File: src/rtl/riscv_pkg.sv
// Shared core definitions: next-PC select encodings, the canonical NOP and the fetch state enum.
package riscv_pkg;

    localparam logic [1:0]  PCSRC_SEQ    = 2'b00;
    localparam logic [1:0]  PCSRC_TARGET = 2'b01;
    localparam logic [1:0]  PCSRC_ALU    = 2'b10;
    localparam logic [31:0] NOP_INSTR    = 32'h0000_0013;

    typedef enum logic [2:0] {
        FS_IDLE = 3'd0,
        FS_REQ  = 3'd1,
        FS_WAIT = 3'd2,
        FS_HOLD = 3'd3,
        FS_DROP = 3'd4
    } fetch_state_t;

    // 2'b11 is reserved and behaves as sequential
    function automatic logic is_redirect(input logic [1:0] pcsrc);
        return (pcsrc == PCSRC_TARGET) || (pcsrc == PCSRC_ALU);
    endfunction

endpackage

File: src/rtl/fetch_unit_if.sv
// Instruction-memory request/grant/response bus between the fetch stage and memory.
interface fetch_unit_if;
    logic        req;
    logic [31:0] addr;
    logic        gnt;
    logic        rvalid;
    logic [31:0] rdata;

    modport master (output req, output addr, input gnt, input rvalid, input rdata);
    modport slave  (input req, input addr, output gnt, output rvalid, output rdata);
endinterface

File: src/rtl/fetch_unit_if_id_reg.sv
// IF/ID pipeline register: flush beats stall beats load; an invalid entry always reads as NOP.
module if_id_reg
    import riscv_pkg::*;
(
    input  logic        clk,
    input  logic        rst_n,
    input  logic        flush,
    input  logic        stall,
    input  logic        load,
    input  logic [31:0] instr,
    input  logic [31:0] pc,
    output logic [31:0] instr_d,
    output logic [31:0] pc_d,
    output logic [31:0] pc_plus4_d,
    output logic        valid_d
);

    always_ff @(posedge clk) begin
        if (!rst_n) begin
            instr_d    <= NOP_INSTR;
            pc_d       <= 32'h0;
            pc_plus4_d <= 32'h0;
            valid_d    <= 1'b0;
        end else if (flush) begin
            instr_d <= NOP_INSTR;
            valid_d <= 1'b0;
        end else if (!stall && load) begin
            instr_d    <= instr;
            pc_d       <= pc;
            pc_plus4_d <= pc + 32'd4;
            valid_d    <= 1'b1;
        end
    end

endmodule

File: src/rtl/fetch_unit.sv
// Fetch stage: PC, single-outstanding imem handshake, stall hold buffer and redirect squash.
//  state | meaning
//  IDLE  | post-reset, no request
//  REQ   | request driven at PCF, waiting for gnt
//  WAIT  | granted, waiting for the response
//  HOLD  | response parked in hold buffer while decode stalls
//  DROP  | redirected with a response still in flight; discard it
module fetch_unit
    import riscv_pkg::*;
#(
    parameter logic [31:0] RESET_PC = 32'h0000_0000
) (
    input  logic               clk,
    input  logic               rst_n,
    input  logic [1:0]         PCSrcE,
    input  logic [31:0]        PCTargetE,
    input  logic [31:0]        ALUResultE,
    input  logic               StallD,
    input  logic               FlushD,
    fetch_unit_if.master       imem,
    output logic [31:0]        InstrD,
    output logic [31:0]        PCD,
    output logic [31:0]        PCPlus4D,
    output logic               ValidD
);

    fetch_state_t state;
    logic [31:0]  pcf;
    logic [31:0]  hold_data;
    logic         hold_valid;
    logic         req_q;
    logic         redirect;
    logic [31:0]  target;
    logic         load;
    logic [31:0]  load_instr;

    assign redirect  = is_redirect(PCSrcE);
    assign target    = (PCSrcE == PCSRC_TARGET) ? PCTargetE : (ALUResultE & ~32'h1);
    assign imem.req  = req_q;
    assign imem.addr = {pcf[31:2], 2'b00};

    always_comb begin
        load       = 1'b0;
        load_instr = imem.rdata;
        if (!redirect && !StallD) begin
            if (state == FS_WAIT && imem.rvalid) begin
                load = 1'b1;
            end else if (state == FS_HOLD && hold_valid) begin
                load       = 1'b1;
                load_instr = hold_data;
            end
        end
    end

    always_ff @(posedge clk) begin
        if (!rst_n) begin
            state      <= FS_IDLE;
            pcf        <= RESET_PC;
            hold_data  <= 32'h0;
            hold_valid <= 1'b0;
            req_q      <= 1'b0;
        end else begin
            if (redirect) pcf <= target;
            case (state)
                FS_IDLE: begin
                    state <= FS_REQ;
                    req_q <= 1'b1;
                end
                FS_REQ: begin
                    if (imem.gnt) begin
                        state <= redirect ? FS_DROP : FS_WAIT;
                        req_q <= 1'b0;
                    end
                end
                FS_WAIT: begin
                    if (redirect) begin
                        state <= imem.rvalid ? FS_REQ : FS_DROP;
                        req_q <= imem.rvalid;
                    end else if (imem.rvalid) begin
                        if (!StallD) begin
                            pcf   <= pcf + 32'd4;
                            state <= FS_REQ;
                            req_q <= 1'b1;
                        end else begin
                            hold_data  <= imem.rdata;
                            hold_valid <= 1'b1;
                            state      <= FS_HOLD;
                        end
                    end
                end
                FS_HOLD: begin
                    if (redirect || !StallD) begin
                        if (!redirect) pcf <= pcf + 32'd4;
                        hold_valid <= 1'b0;
                        state      <= FS_REQ;
                        req_q      <= 1'b1;
                    end
                end
                FS_DROP: begin
                    if (imem.rvalid) begin
                        state <= FS_REQ;
                        req_q <= 1'b1;
                    end
                end
                default: begin
                    state <= FS_IDLE;
                    req_q <= 1'b0;
                end
            endcase
        end
    end

    // Only one request may be outstanding, so a response with none in flight is a memory bug
    assert property (@(posedge clk) disable iff (!rst_n)
        !(imem.rvalid && (state == FS_IDLE || state == FS_REQ)));

    if_id_reg u_if_id_reg (
        .clk        (clk),
        .rst_n      (rst_n),
        .flush      (FlushD),
        .stall      (StallD),
        .load       (load),
        .instr      (load_instr),
        .pc         (pcf),
        .instr_d    (InstrD),
        .pc_d       (PCD),
        .pc_plus4_d (PCPlus4D),
        .valid_d    (ValidD)
    );

endmodule

File: src/flat_wrapper.sv
// flat-port wrapper written by rule: the top's interface ports become plain ports
module fetch_unit_flat import riscv_pkg::*;
#(
    parameter logic [31:0] RESET_PC = 32'h0000_0000
)
  (clk, rst_n, PCSrcE, PCTargetE, ALUResultE, StallD, FlushD, InstrD, PCD, PCPlus4D, ValidD, imem_req, imem_addr, imem_gnt, imem_rvalid, imem_rdata);
  fetch_unit_if imem_i ();
  input  logic clk;
  input  logic rst_n;
  input  logic [1:0] PCSrcE;
  input  logic [31:0] PCTargetE;
  input  logic [31:0] ALUResultE;
  input  logic StallD;
  input  logic FlushD;
  output logic [31:0] InstrD;
  output logic [31:0] PCD;
  output logic [31:0] PCPlus4D;
  output logic ValidD;
  output wire logic [$bits(imem_i.req)-1:0] imem_req;
  output wire logic [$bits(imem_i.addr)-1:0] imem_addr;
  input wire logic [$bits(imem_i.gnt)-1:0] imem_gnt;
  input wire logic [$bits(imem_i.rvalid)-1:0] imem_rvalid;
  input wire logic [$bits(imem_i.rdata)-1:0] imem_rdata;
  assign imem_req = imem_i.req;
  assign imem_addr = imem_i.addr;
  assign imem_i.gnt = imem_gnt;
  assign imem_i.rvalid = imem_rvalid;
  assign imem_i.rdata = imem_rdata;
  fetch_unit #(.RESET_PC(RESET_PC)) u_core (.clk(clk), .rst_n(rst_n), .PCSrcE(PCSrcE), .PCTargetE(PCTargetE), .ALUResultE(ALUResultE), .StallD(StallD), .FlushD(FlushD), .imem(imem_i), .InstrD(InstrD), .PCD(PCD), .PCPlus4D(PCPlus4D), .ValidD(ValidD));
endmodule
File: config.mk
export PLATFORM = sky130hd
export DESIGN_NAME = fetch_unit_flat
export DESIGN_NICKNAME = d
export VERILOG_FILES = /design/src/rtl/riscv_pkg.sv /design/src/rtl/fetch_unit_if.sv /design/src/rtl/fetch_unit_if_id_reg.sv /design/src/rtl/fetch_unit.sv /design/src/flat_wrapper.sv
export SDC_FILE = /design/constraint.sdc
export NUM_CORES = 1
export LEC_CHECK = 0
export CORE_UTILIZATION = 48
export DETAILED_ROUTE_END_ITERATION = 10
export PLACE_DENSITY = 0.87
export SKIP_CTS_REPAIR_TIMING = 1
export SLEW_MARGIN = 20
export SYNTH_ARGS = -nofsm -noshare
export SYNTH_HDL_FRONTEND = slang
export SYNTH_HIERARCHICAL = 1
export SYNTH_SLANG_ARGS = --single-unit
File: constraint.sdc
create_clock -name clk -period 2.7 [get_ports clk]
set_input_delay 0.54 -clock clk [delete_from_list [all_inputs] [get_ports clk]]
set_output_delay 0.54 -clock clk [all_outputs]
set_load 0.05 [all_outputs]
# Yosys cells after proc, flatten, opt, wreduce, memory -nomap -nowiden
# Cells that the tools add are included.
# op_classes
reduce_logical,16
n_eq_ne,14
addsub,1
n_mux,35
n_bitwise,3
# op_table
cell,count
$mux W32,10
$pmux W32 S2,1
$add A32 B3 Y32 const B,1
$mux W3,7
$pmux W3 S5,1
$mux W1,13
$ne A2 B2 Y1 const B,6
$reduce_and A5 Y1,2
$reduce_and A4 Y1,2
$eq A3 B2 Y1 const B,2
$ne A3 B2 Y1 const B,2
$pmux W1 S5,1
$logic_and A1 B1 Y1,4
$eq A3 B1 Y1 const B,1
$eq A3 B3 Y1 const B,1
$logic_not A3 Y1,1
$not A1 Y1,3
$eq A2 B1 Y1 const B,1
$eq A2 B2 Y1 const B,1
$logic_not A1 Y1,2
$logic_or A1 B1 Y1,2
$mux W2,1
$pmux W1 S2,1
$reduce_and A2 Y1,1
other kinds (2),2
# totals
ff_bits,166
output_inout_bits,130

# Logic depth before layout (Yosys ltp)
# Gate-level depths: netlist of run 1.
# logic_depth
ltp_word,7
depth_mapped,11

# Hierarchy
# Netlist of run 1, hierarchy kept.
# modules_own_cells
mod,area_each_um2,seq_area_each_um2,n_inst,cells_each
fetch_unit,4360.4,1381.3,1,533
if_id_reg,3791.1,1901.8,1,469

# Least setup slack after synthesis of run 1
# Ideal clock, no wire load.
# synth_timing
kind,input-to-reg
from,input PCSrcE[1]
to,register u_core.u_if_id_reg.pc_plus4_d[2]
setup_ps,128
setup_slack_ps,413
t_arrival_ps,2159
path_stages,11
n_path_buf,2
cell_sequence,inv_1 ha_1 nand4bb_1 a21oi_1 nand2b_1 clkbuf_1 nor2_1 clkbuf_1 nand2_1 o21ai_0 nor2_1
# synth_between
elab_chain_cells,7
elab_cells_between_ends,8
cone_classes,2 x eq/ne; 1 x mux; 5 x reduce/logical
# synth_lines
item,line_no,source
start: declaration,flat_wrapper.sv:10,input logic [1:0] PCSrcE;
$eq A2 B1 Y1 / $eq A2 B2 Y1 (equally long branches),riscv_pkg.sv:19,return (pcsrc == PCSRC_TARGET) || (pcsrc == PCSRC_ALU);
$logic_or A1 B1 Y1 (*),riscv_pkg.sv:19,
$logic_not A1 Y1 (*),fetch_unit.sv:45,if (!redirect && !StallD) begin
$logic_and A1 B1 Y1 (*),fetch_unit.sv:45,
$mux W1 (*),fetch_unit.sv:45,
named net u_core.load,fetch_unit.sv:34,logic load;
$logic_and A1 B1 Y1 (*),fetch_unit_if_id_reg.sv:27,end else if (!stall && load) begin
$reduce_and A2 Y1 (no source line) (*),--,
end signal: assignment,fetch_unit_if_id_reg.sv:30,pc_plus4_d <= pc + 32'd4;
end: declaration,fetch_unit_if_id_reg.sv:14,"output logic [31:0] pc_plus4_d,"
# Mark *: on every way through the listed nets, which the timed path passes. The rest lies on a longest branch.
# A chain may end at the register's enable or synchronous reset.

# Worst setup path in the final report of run 1
# layout_timing
from,register u_core.pcf[15]
to,output imem_addr[15]
# layout_lines
item,line_no,source
start: declaration,fetch_unit.sv:28,logic [31:0] pcf;
start signal: assignment,fetch_unit.sv:63,if (redirect) pcf <= target;
start signal: assignment,fetch_unit.sv:81,pcf <= pcf + 32'd4;
start signal: assignment,fetch_unit.sv:93,if (!redirect) pcf <= pcf + 32'd4;
end: declaration,flat_wrapper.sv:20,output wire logic [$bits(imem_i.addr)-1:0] imem_addr;
# No word-level cell between the ends.

==> results of run 1 <==
cell usage after synthesis (5+ instances only):
| cell | count |
|---|---|
| buf_2 | 9 |
| nor3_1 | 6 |
| nand2_1 | 222 |
| xor2_1 | 21 |
| and4_1 | 6 |
| a221oi_1 | 6 |
| nor3_2 | 5 |
| o21ai_0 | 42 |
| buf_4 | 34 |
| a21oi_1 | 136 |
| nand4_1 | 17 |
| clkbuf_1 | 54 |
| a31oi_1 | 10 |
| mux2_2 | 40 |
| mux2i_1 | 15 |
| inv_1 | 6 |
| nor2_1 | 39 |
| dfxtp_1 | 164 |
| xnor2_1 | 15 |
| a211oi_1 | 22 |
| nor2b_1 | 12 |
| or3_1 | 7 |
| nand2b_1 | 11 |
| nand3_1 | 30 |
state kept, by name, indices dropped and copies added, names as in the netlist:
| name | count |
|---|---|
| u_core/hold_data | 32 |
| u_core/u_if_id_reg/instr_d | 32 |
| u_core/pcf | 32 |
| u_core/u_if_id_reg/pc_plus4_d | 30 |
| u_core/u_if_id_reg/valid_d | 1 |
| u_core/u_if_id_reg/pc_d | 32 |
| u_core/state | 3 |
| u_core/hold_valid | 1 |
| u_core/imem.req | 1 |
layout make-up:
type	instances	area share, %
Timing Repair Buffer	280	24.3
Inverter	9	0.300
Multi-Input combinational cell	729	38.5
Clock inverter	14	1.37
Tap cell	220	2.44
Clock buffer	18	3.90
Sequential cell	164	29.2
kinds of logic after synthesis:
family                     count (synthesis)  share of synthesized area [%]
buffers and inverters                    110                           6.86
other                                      1                         0.0460
AOI/OAI and AO/OA                        249                           18.1
and+or+nand+nor                          384                           23.0
muxes                                     55                           7.37
adders and majority gates                  3                          0.461
xor gates and xnor gates                  36                           3.87
DFF                                      164                           40.3
per-layer routing:
layer	track usage (%)	routed length [um]
met1	34.8	9870
met2	48.3	12200
met3	6.15	2080
met4	15.1	932
met5	0	0
final timing paths:
kind,from,end,slack [ns],cells past startpoint
max reg2reg,u_core/pcf[11],u_core/pcf[28],0.52,5
min reg2reg,u_core/u_if_id_reg/pc_d[31],u_core/u_if_id_reg/pc_d[31],0.45,2
min,u_core/u_if_id_reg/pc_d[31],u_core/u_if_id_reg/pc_d[31],0.45,2
max,u_core/pcf[15],imem_addr[15],0.14,1
stage by stage:
stage	instance area (um2)	util [%]	cells	hold WS (ns)
2_1_floorplan	8160	-	1003	0.432
3_3_place_gp	10700	64.3	1402	0.438
3_5_place_dp	10700	64.3	1402	0.446
4_1_cts	11300	67.9	1434	0.456
5_1_grt	11300	67.9	1434	0.473
6_report	11300	67.9	1434	0.454
report_power, final:
group / total (mW) / internal, mW / leakage (nW) / switching, mW
clock: 2.44 / 1.34 / 0.288 / 1.10
combinational: 1.07 / 0.462 / 2.21 / 0.612
sequential: 2.62 / 2.49 / 1.33 / 0.131
==> reports/qor.yml, run 1 <==
max_freq_mhz: 391
fin_setup_tns_ns: 0
antenna_cells: 0
cp_slowest_cell: "clkdlybuf4s50_1"
status: "completed"
grt_pass1_vias: 8006
synth-edff-count: 0
core-area_um2: 16600
final_common_cell: "clkdlybuf4s50_1"
cts.sinks: 164
path_cells: "clkdlybuf4s50_1"
h-tree-depth: 4
initial_utilization_pct: 49.2
synth_top_area_share_pct: 40.3
syn_to_final_growth_pct: 38.1
fin_crit_sh_pct: 94.7
numCtsBuffers: 17
fin_ws_ns: 0.142
slew_violations: 0
dominantRegCellSynth: "dfxtp_1"
cts_tree: "yes"
final_cell_mix: "clkdlybuf4s50_1 (230), nand2_1 (222), dfxtp_1 (164)"
cp_top_family: "buffers and inverters"
ant_nets: 0
clkTransAtPathRegs_ns: 0.07
maxCapViolCount: 0
syn_area_per_cell_um2: 8.14
firstDrtPassIters: 5
worst_slew_pin_slew_ns: 0.611
io_buffers: 230
die_area_um2: 17500
post-synth-top-area-cell: "dfxtp_1"
crit_fanout: 12
clockRootBuffer: "clkbuf_16"
clk_latency_ns: 0.43
critPathKind: "register to output port"
total_leakage_power_nw: 3.83
drc: 0
dpl.hpwl_um: 17500
worst_setup_path_start_kind: "register"
arrival_ns: 2.02
die_h_um: 132
io_pins: 234
initialDrtViolationCount: 840
skew_ns: 0.00900
finalPower_mw: 6.14
cp_data_required_time_ns: 2.16
regArea_um2: 3280
grt_max_degree: 65
ys_types: 65
place_ws_ns: -0.0503
multi_input_area_um2: 4330
ys_ff_latch: 164
wl_per_cell_um: 17.5
syn_inst: 1002
num_vias: 8276
worst-path-buf-inv: 1
antenna_found_initial: 0
yosys_warnings: 6
placementRows: 47
finalNetCount: 1308
via_per_inst: 5.77
yosysSeqAreaShare_pct: 40.3
hold_class: "register to register"
track_usage_pct: 28.8
irDropWorstVdd_uv: 470
final_layout_size_suffix_gt1_share_pct: 12.9
grt_setup_unrepaired: "no"
grt_pass1_wl_um: 40300
routed_wl_um: 25100
synthArstFlopShare_pct: 0
die_x_um: 132
slowest_delay_ns: 0.92
fillers: 1236
clk_path_buf_depth: 2
pwr_density_cell_nw_per_um2: 545
slew_headroom_pct: 59.1
routabilityCongestion: 0.886
end_kind: "output port"
grt_overflow_total: 0
ys_top_cells_by_area: "dfxtp_1 (40%), nand2_1 (10%), a21oi_1 (8.3%), mux2_2 (5.5%), buf_4 (3.1%)"
min_period_ns: 2.56
finalHoldViolCount: 0
synth_area_um2: 8150
finalSetupViolCount: 0
Power figures use the tool's default switching activity.
==> run 2, diff against run 1 <==
SLEW_MARGIN = 30   (was 20)
==> results of run 2 <==
Final layout, timing and power as in run 1 (identical DEF).
